`src/rtl/btn_debounce.sv`:
```
// Button debouncer and switch synchronizer for the operand/opcode entry front end.
// Switches are only synchronized. Each of the three buttons has a 2-flop synchronizer and
// its own debounce FSM. Accepted presses are turned into registered one-cycle pulses.
// The pulses are arbitrated A > B > OP, so at most one pulse is high in any cycle.
module btn_debounce #(
  parameter int unsigned SIZE_SW         = 16,
  parameter int unsigned DEBOUNCE_CYCLES = 1000000
) (
  input  logic               i_clock,
  input  logic               i_reset_n,
  input  logic [SIZE_SW-1:0] i_sw,
  input  logic               i_btn_a,
  input  logic               i_btn_b,
  input  logic               i_btn_op,
  output logic [SIZE_SW-1:0] o_sw,
  output logic               o_btn_a,
  output logic               o_btn_b,
  output logic               o_btn_op
);

  // Button index 0 = A, 1 = B, 2 = OP. The lowest index has the highest priority.
  localparam int NUM_BTN = 3;

  // The counter only needs to reach DEBOUNCE_CYCLES-1.
  localparam int unsigned CNT_W = (DEBOUNCE_CYCLES > 1) ? $clog2(DEBOUNCE_CYCLES) : 1;
  localparam logic [CNT_W-1:0] CNT_LAST = CNT_W'(DEBOUNCE_CYCLES - 1);

  typedef enum logic [1:0] {
    StReleased,
    StPressWait,
    StPressed,
    StReleaseWait
  } state_e;

  // Synchronizers
  logic [SIZE_SW-1:0] r_sw_meta;
  logic [SIZE_SW-1:0] r_sw_sync;
  logic [NUM_BTN-1:0] w_btn_raw;
  logic [NUM_BTN-1:0] r_btn_meta;
  logic [NUM_BTN-1:0] r_btn_sync;

  // Per-button debounce FSMs
  state_e             r_state     [NUM_BTN];
  state_e             w_state_nxt [NUM_BTN];
  logic [CNT_W-1:0]   r_cnt       [NUM_BTN];
  logic [CNT_W-1:0]   w_cnt_nxt   [NUM_BTN];
  logic [NUM_BTN-1:0] w_accept;

  // Pending flags and pulse arbitration
  logic [NUM_BTN-1:0] r_pend;
  logic [NUM_BTN-1:0] w_pend_all;
  logic [NUM_BTN-1:0] w_pend_nxt;
  logic [NUM_BTN-1:0] w_grant;
  logic [NUM_BTN-1:0] r_pulse;

  assign w_btn_raw = {i_btn_op, i_btn_b, i_btn_a};

  // Two-flop synchronizers for every switch bit and every raw button.
  always_ff @(posedge i_clock or negedge i_reset_n) begin
    if (!i_reset_n) begin
      r_sw_meta  <= '0;
      r_sw_sync  <= '0;
      r_btn_meta <= '0;
      r_btn_sync <= '0;
    end else begin
      r_sw_meta  <= i_sw;
      r_sw_sync  <= r_sw_meta;
      r_btn_meta <= w_btn_raw;
      r_btn_sync <= r_btn_meta;
    end
  end

  // FSM state and counter registers, one set per button.
  always_ff @(posedge i_clock or negedge i_reset_n) begin
    if (!i_reset_n) begin
      for (int i = 0; i < NUM_BTN; i++) begin
        r_state[i] <= StReleased;
        r_cnt[i]   <= '0;
      end
    end else begin
      for (int i = 0; i < NUM_BTN; i++) begin
        r_state[i] <= w_state_nxt[i];
        r_cnt[i]   <= w_cnt_nxt[i];
      end
    end
  end

  // Next-state and counter logic. Any sample of the opposite level restarts the wait.
  always_comb begin
    for (int i = 0; i < NUM_BTN; i++) begin
      w_state_nxt[i] = r_state[i];
      w_cnt_nxt[i]   = r_cnt[i];
      unique case (r_state[i])
        StReleased: begin
          if (r_btn_sync[i]) begin
            w_state_nxt[i] = StPressWait;
            w_cnt_nxt[i]   = '0;
          end
        end
        StPressWait: begin
          if (!r_btn_sync[i]) begin
            w_state_nxt[i] = StReleased;
            w_cnt_nxt[i]   = '0;
          end else if (r_cnt[i] == CNT_LAST) begin
            w_state_nxt[i] = StPressed;
            w_cnt_nxt[i]   = '0;
          end else begin
            w_cnt_nxt[i] = r_cnt[i] + CNT_W'(1);
          end
        end
        StPressed: begin
          if (!r_btn_sync[i]) begin
            w_state_nxt[i] = StReleaseWait;
            w_cnt_nxt[i]   = '0;
          end
        end
        StReleaseWait: begin
          if (r_btn_sync[i]) begin
            w_state_nxt[i] = StPressed;
            w_cnt_nxt[i]   = '0;
          end else if (r_cnt[i] == CNT_LAST) begin
            w_state_nxt[i] = StReleased;
            w_cnt_nxt[i]   = '0;
          end else begin
            w_cnt_nxt[i] = r_cnt[i] + CNT_W'(1);
          end
        end
        default: begin
          w_state_nxt[i] = StReleased;
          w_cnt_nxt[i]   = '0;
        end
      endcase
    end
  end

  // FSM output: a press is accepted on the last high cycle of the press wait.
  always_comb begin
    w_accept = '0;
    for (int i = 0; i < NUM_BTN; i++) begin
      w_accept[i] = (r_state[i] == StPressWait) && r_btn_sync[i] && (r_cnt[i] == CNT_LAST);
    end
  end

  // Fixed-priority grant. An acceptance in this cycle competes directly, so an
  // uncontended press reaches the pulse register without an extra cycle of delay.
  // Any flag that loses stays pending, and a repeat acceptance merges into it.
  always_comb begin
    w_pend_all = r_pend | w_accept;
    w_grant    = '0;
    if (w_pend_all[0]) begin
      w_grant[0] = 1'b1;
    end else if (w_pend_all[1]) begin
      w_grant[1] = 1'b1;
    end else if (w_pend_all[2]) begin
      w_grant[2] = 1'b1;
    end
    w_pend_nxt = w_pend_all & ~w_grant;
  end

  // Pending flags and registered one-hot pulse outputs.
  always_ff @(posedge i_clock or negedge i_reset_n) begin
    if (!i_reset_n) begin
      r_pend  <= '0;
      r_pulse <= '0;
    end else begin
      r_pend  <= w_pend_nxt;
      r_pulse <= w_grant;
    end
  end

  assign o_sw     = r_sw_sync;
  assign o_btn_a  = r_pulse[0];
  assign o_btn_b  = r_pulse[1];
  assign o_btn_op = r_pulse[2];

endmodule

```
`config.mk`:
```
export PLATFORM = sky130hd
export DESIGN_NAME = btn_debounce
export DESIGN_NICKNAME = d
export VERILOG_FILES = /design/src/rtl/btn_debounce.sv
export SDC_FILE = /design/constraint.sdc
export NUM_CORES = 1
export LEC_CHECK = 0
export BUFFER_PORTS_ARGS = -buffer_cell sky130_fd_sc_hd__buf_2
export CORE_MARGIN = 2
export CORE_UTILIZATION = 40
export DETAILED_ROUTE_END_ITERATION = 12
export PLACE_DENSITY = 0.65
export SYNTH_ARGS = -nofsm -noshare
export SYNTH_HDL_FRONTEND = slang
export SYNTH_SLANG_ARGS = --single-unit
```
`constraint.sdc`:
```
create_clock -name i_clock -period 3.55 [get_ports i_clock]
set_input_delay 0.355 -clock i_clock [delete_from_list [all_inputs] [get_ports i_clock]]
set_output_delay 0.355 -clock i_clock [all_outputs]
set_load 0.01 [all_outputs]
```
Word level (Yosys, flattened, before mapping)
Cells that the tools add are included.

Input bits: 21. Word-level logic and storage cells: 101. Register bits: 110. Output and inout port bits: 19.

Add/subtract/negate cells: 3. Muxes and demuxes: 44. Bitwise operators: 3. Equality and inequality tests: 24. Reductions and logical operators: 15.

Operators by type and width (count): two-way mux 20 bit (15); one-hot mux 20 bit (4 select lines) (3); adder 20 x 1 -> 20 bit, second input constant (3); == test 20 bit, second input constant (3); two-way mux 2 bit (19); one-hot mux 2 bit (4 select lines) (3); != test 3 bit, second input constant (6); == test 2 bit, second input constant (6); != test 2 bit, second input constant (6); AND reduction 4 bit (3); == test 2 x 1 -> 1 bit, second input constant (3); logical AND 1 bit (6); zero test 2 bit (3); AND reduction 2 bit (3); two-way mux 1 bit (4); AND 3 bit (1); inverter 3 bit (1); bitwise OR 3 bit (1).

Logic depth before layout (Yosys ltp)
Word-level depth: 9. Gate-level depth with buffers: 9. Gate-level depth less buffers: 6.

Least setup slack after synthesis
OpenSTA, ideal clock, no wires.

Kind: register to register. Start: reg r_cnt[0] (netlist bit). End: reg r_cnt[8] (netlist bit). Clock period less this slack: 1985 ps. Arrival: 1864 ps. Buffers on the path: 3. Required time: 3429 ps. Setup slack: 1565 ps. Library setup time: 121 ps. Cell stages (with the launch flop): 9. Cell sequence: dfrtp_1 -> ha_1 -> clkbuf_1 -> inv_1 -> nor4_2 -> a31oi_1 -> buf_2 -> buf_2 -> a22o_1.

Word-level cells in the longest chain between the ends: 4. Elaborated cells between the ends (all ways): 6. Those cells by class: add/sub: 1; eq/ne: 1; mux: 4.

Ends and longest elaborated chain: start: declaration (RTL line 45) `logic [CNT_W-1:0] r_cnt [NUM_BTN];`; start signal: indexed assignment (RTL line 83) `r_cnt[i] <= w_cnt_nxt[i];`; adder 20 x 1 -> 20 bit / == test 20 bit (equally long branches); two-way mux 20 bit (*) (RTL line 104, 121); two-way mux 20 bit (on tied branches) (RTL line 118, 101); one-hot mux 20 bit (4 select lines) (*) (RTL line 93) `unique case (r_state[i])`.

Mark *: on every way between the ends. The rest lies on a longest branch, timed or not. A chain may end at the register's enable or synchronous reset.

Worst setup path in the final report
Start: reg r_cnt[0] (netlist bit). End: reg r_cnt[17] (netlist bit).

The elaborated chain is that of the path after synthesis.

==> implementation parameters <==
Parameter                              Value

Hold path
  Kind of path behind the tightest hold check ... primary input to flop
  Worst hold path cell count ... 1

Clock tree
  CTS hold repair buffers ... 0
  Number of instances resized during post-cts repair ... 0
  Clock insertion delay at the later pin of the skew report ... 350 ps
  CTS H-tree depth ... 3
  Clock tree sinks ... 109
  Number of buffers created by CTS ... 9
  Master cell of the clock root buffer ... sky130_fd_sc_hd__clkbuf_16
  Setup bufs post-CTS ... 0
  Clock tree from TritonCTS ... done
  Maximum clock path buffer count ... 2
  Clock-pin transition on the worst setup and hold timing paths ... 70 ps

GRT
  Vias in the first global route ... 3342
  Global-route wire length before repair ... 16.2 mm
  Total global-route track usage ... 15.7%
  Maximum number of pins on one net before global-route repair ... 79
  Total congestion overflow ... 0
  Number of antenna violations at the first check in global routing ... 0

Critical path
  Type of destination of the critical path ... flop
  Startpoint of the worst register-to-register path ... r_cnt[0]
  Worst setup path endpoint ... r_cnt[17]
  Data arrival time of the critical path ... 2640 ps
  Largest driver fanout on the critical path ... 19
  Critical path start-end classification ... flop to flop
  Critical register-to-register path endpoint ... r_cnt[17]
  Worst reg2reg path depth ... 7
  Worst R2R Setup Slack ... 1150 ps
  Start point of the critical path ... r_cnt[0]
  Setup crit start kind ... flop
  Critical Path RT ... 3790 ps

Layout
  Area of all placed cells without fillers ... 5440 um2
  Final net count ... 516
  Antenna Cells ... 0
  Area growth from synthesis to layout ... 13.2%
  Proportion of layout cells with a drive suffix above 1 ... 15.9%
  Number of inserted filler cells in the final layout ... 1073
  Count of placed standard cells in the final layout, fillers left out ... 644
  Highest-count cells in the layout ignoring fill and taps ... 109 x sky130_fd_sc_hd__dfrtp_1, 46 x sky130_fd_sc_hd__nand2_1, 38 x sky130_fd_sc_hd__buf_2
  Commonest non-fill, non-tap cell in the layout ... sky130_fd_sc_hd__dfrtp_1

Detailed routing
  Starting DRC count in detailed routing ... 194
  Number of design rule violations left after detail routing ... 0
  Overall routed net length ... 9.41 mm
  Via/cell ratio ... 5.55
  Detail Route Antenna Nets ... 0
  TritonRoute pass-1 iters ... 5
  Final routed wire length divided by cell count ... 14.6 um
  Vias ... 3577

Timing
  Worst hold margin ... 102 ps
  Layout Skew ... 7.94 ps
  Final number of max-transition violations ... 0
  Period utilisation layout ... 67.7%
  Worst-Margin Slew ... 1070 ps
  Max-slew headroom ... 28.6%
  Post-Route Setup TNS ... 0 ps
  Final hold vios ... 0
  Total of endpoints with negative setup slack in the final report ... 0
  Unrepaired setup endpoints after global routing ... no
  Achievable frequency ... 0.416 GHz
  Time the final worst path needs with I/O delays and setup ... 2400 ps

Floorplan
  Area of the placeable core ... 11900 um2
  Vert. Die Dim ... 114 um
  Die Area ... 12900 um2
  Site Rows ... 40
  I/O pin count ... 40
  Initial core utilization ... 40.5%
  Die outline width ... 114 um

Logic synthesis
  Warning count from the yosys run ... 0
  Flop and latch count out of synthesis ... 109
  Synthesized instance count ... 456
  Post-synth EDFFs ... 0
  Top FF cell, synth ... sky130_fd_sc_hd__dfrtp_1
  Number of distinct library cells after synthesis ... 53
  Share of flip-flops with an asynchronous set or reset ... 100%
  Portion of the post-synthesis area used by sequential elements ... 56.7%
  Area fraction of the dominant cell type after synthesis ... 56.7%
  Average instance area after synthesis ... 10.5 um2
  Leading post-synthesis cells by cell area ... sky130_fd_sc_hd__dfrtp_1 57%, sky130_fd_sc_hd__a31oi_1 4.6%, sky130_fd_sc_hd__nand3_1 3.7%
  Post-synthesis instance area ... 4810 um2
  Dominant cell type by area after synthesis ... sky130_fd_sc_hd__dfrtp_1
  Mapped Nets ... 480

Power
  Pwr Density ... 543 nW/um2
  Worst ir drop on vdd ... 0.402 mV
  Static Leak ... 2.38 nW
  Switching pwr ... 0.920 mW
  Comb power frac ... 19.2%
  Part of the total power dissipated in sequential elements ... 47.3%
  Switching power share of the total ... 31.2%
  Cell-internal power ... 2.03 mW
  Clock power share ... 33.5%

Job
  Reported max-cap violation count ... 0

Status
  Outcome ... completed

Placement
  Post-placement cell area ... 5140 um2
  Estimated wirelength of the detail-placed design ... 6.37 mm
  PortBufs ... 39
  Weighted congestion reported at the end of routability-driven placement ... 0.891
  Post-Place Cells ... 628
==> worst min path at each step <==
stage | from | to | slack (ps)
after floorplan | i_reset_n | async pin | 60
after global placement | r_sw_meta[9] | o_sw[9] | 330
after detailed placement | r_sw_meta[6] | o_sw[6] | 330
after CTS | i_sw[15] | r_sw_meta[15] | 90
after global routing | i_sw[15] | r_sw_meta[15] | 80
final | i_btn_a | r_btn_meta[0] | 100
==> state kept, by name, summed over array words and instances, names as in the netlist, named ones only <==
register	count
r_cnt	60
o_sw	16
r_sw_meta	16
r_btn_meta	3
r_btn_sync	3
r_pulse	3
r_state	3
r_pend	2
==> power by group through the flow <==
stage	clock network, mW	logic [mW]	registers (mW)
2_1_floorplan	0	0.435	1.41
3_3_place_gp	0	0.551	1.41
3_5_place_dp	0	0.567	1.42
4_1_cts	1.02	0.568	1.40
5_1_grt	1.09	0.639	1.41
6_report	0.991	0.567	1.40
==> synthesized netlist by cell type, drive strengths merged, types with 2 or more instances <==
cell,number
a21o,7
a21oi,30
a22o,9
a31oi,35
a41oi,11
and2,4
and3,6
buf,6
clkbuf,13
dfrtp,109
ha,3
inv,17
mux2,4
mux2i,6
nand2,46
nand2b,7
nand3,36
nand3b,2
nand4,15
nor2,23
nor2b,3
nor3,10
nor4,9
nor4b,2
o211a,2
o21ai,14
o21bai,2
o22ai,3
o31a,2
o31ai,2
or4b,2
xnor2,4
xor2,4
==> routing by layer <==
layer	global-route usage [%]	vias to the layer above	wire length (um)
li1	-	1761	-
met1	21.8	1747	4540
met2	24.1	60	4330
met3	3.99	9	417
met4	5.69	0	124
met5	0	-	0
==> critical path, cell delays in order, from the launching register on <==
cell                      delay (ps)
sky130_fd_sc_hd__dfrtp_1         390
sky130_fd_sc_hd__ha_1            370
sky130_fd_sc_hd__inv_1           110
sky130_fd_sc_hd__nor4_2          340
sky130_fd_sc_hd__a31oi_2         380
sky130_fd_sc_hd__buf_4           320
sky130_fd_sc_hd__a21o_1          170
sky130_fd_sc_hd__a22o_1          210
==> area by class of cell <==
class	instances	area, um2	share of cell area (%)
Tap cell	147	184	3.38
Clock buffer	11	253	4.64
Sequential cell	109	2730	50.1
Multi-Input combinational cell	311	1930	35.5
Timing Repair Buffer	44	235	4.32
Inverter	17	63.8	1.17
Clock inverter	5	48.8	0.897
==> kinds of logic after synthesis <==
logic type	after synthesis	share of synthesized area (%)
AOI/OAI and AO/OA	121	16.7
xor gates and xnor gates	8	1.46
adders and majority gates	3	0.781
buffers and inverters	36	3.25
DFF	109	56.7
muxes	10	2.19
and+or+nand+nor	169	18.9
==> stage by stage <==
stage	total power, mW	util (%)	worst slack (ps)
after floorplan	1.84	-	1560
after global placement	1.97	43.3	1250
after detailed placement	1.99	43.3	1150
after CTS	2.99	45.9	1150
after global routing	3.13	45.9	930
final	2.95	45.9	1150
Note: power is estimated with default switching activity, not from simulation.
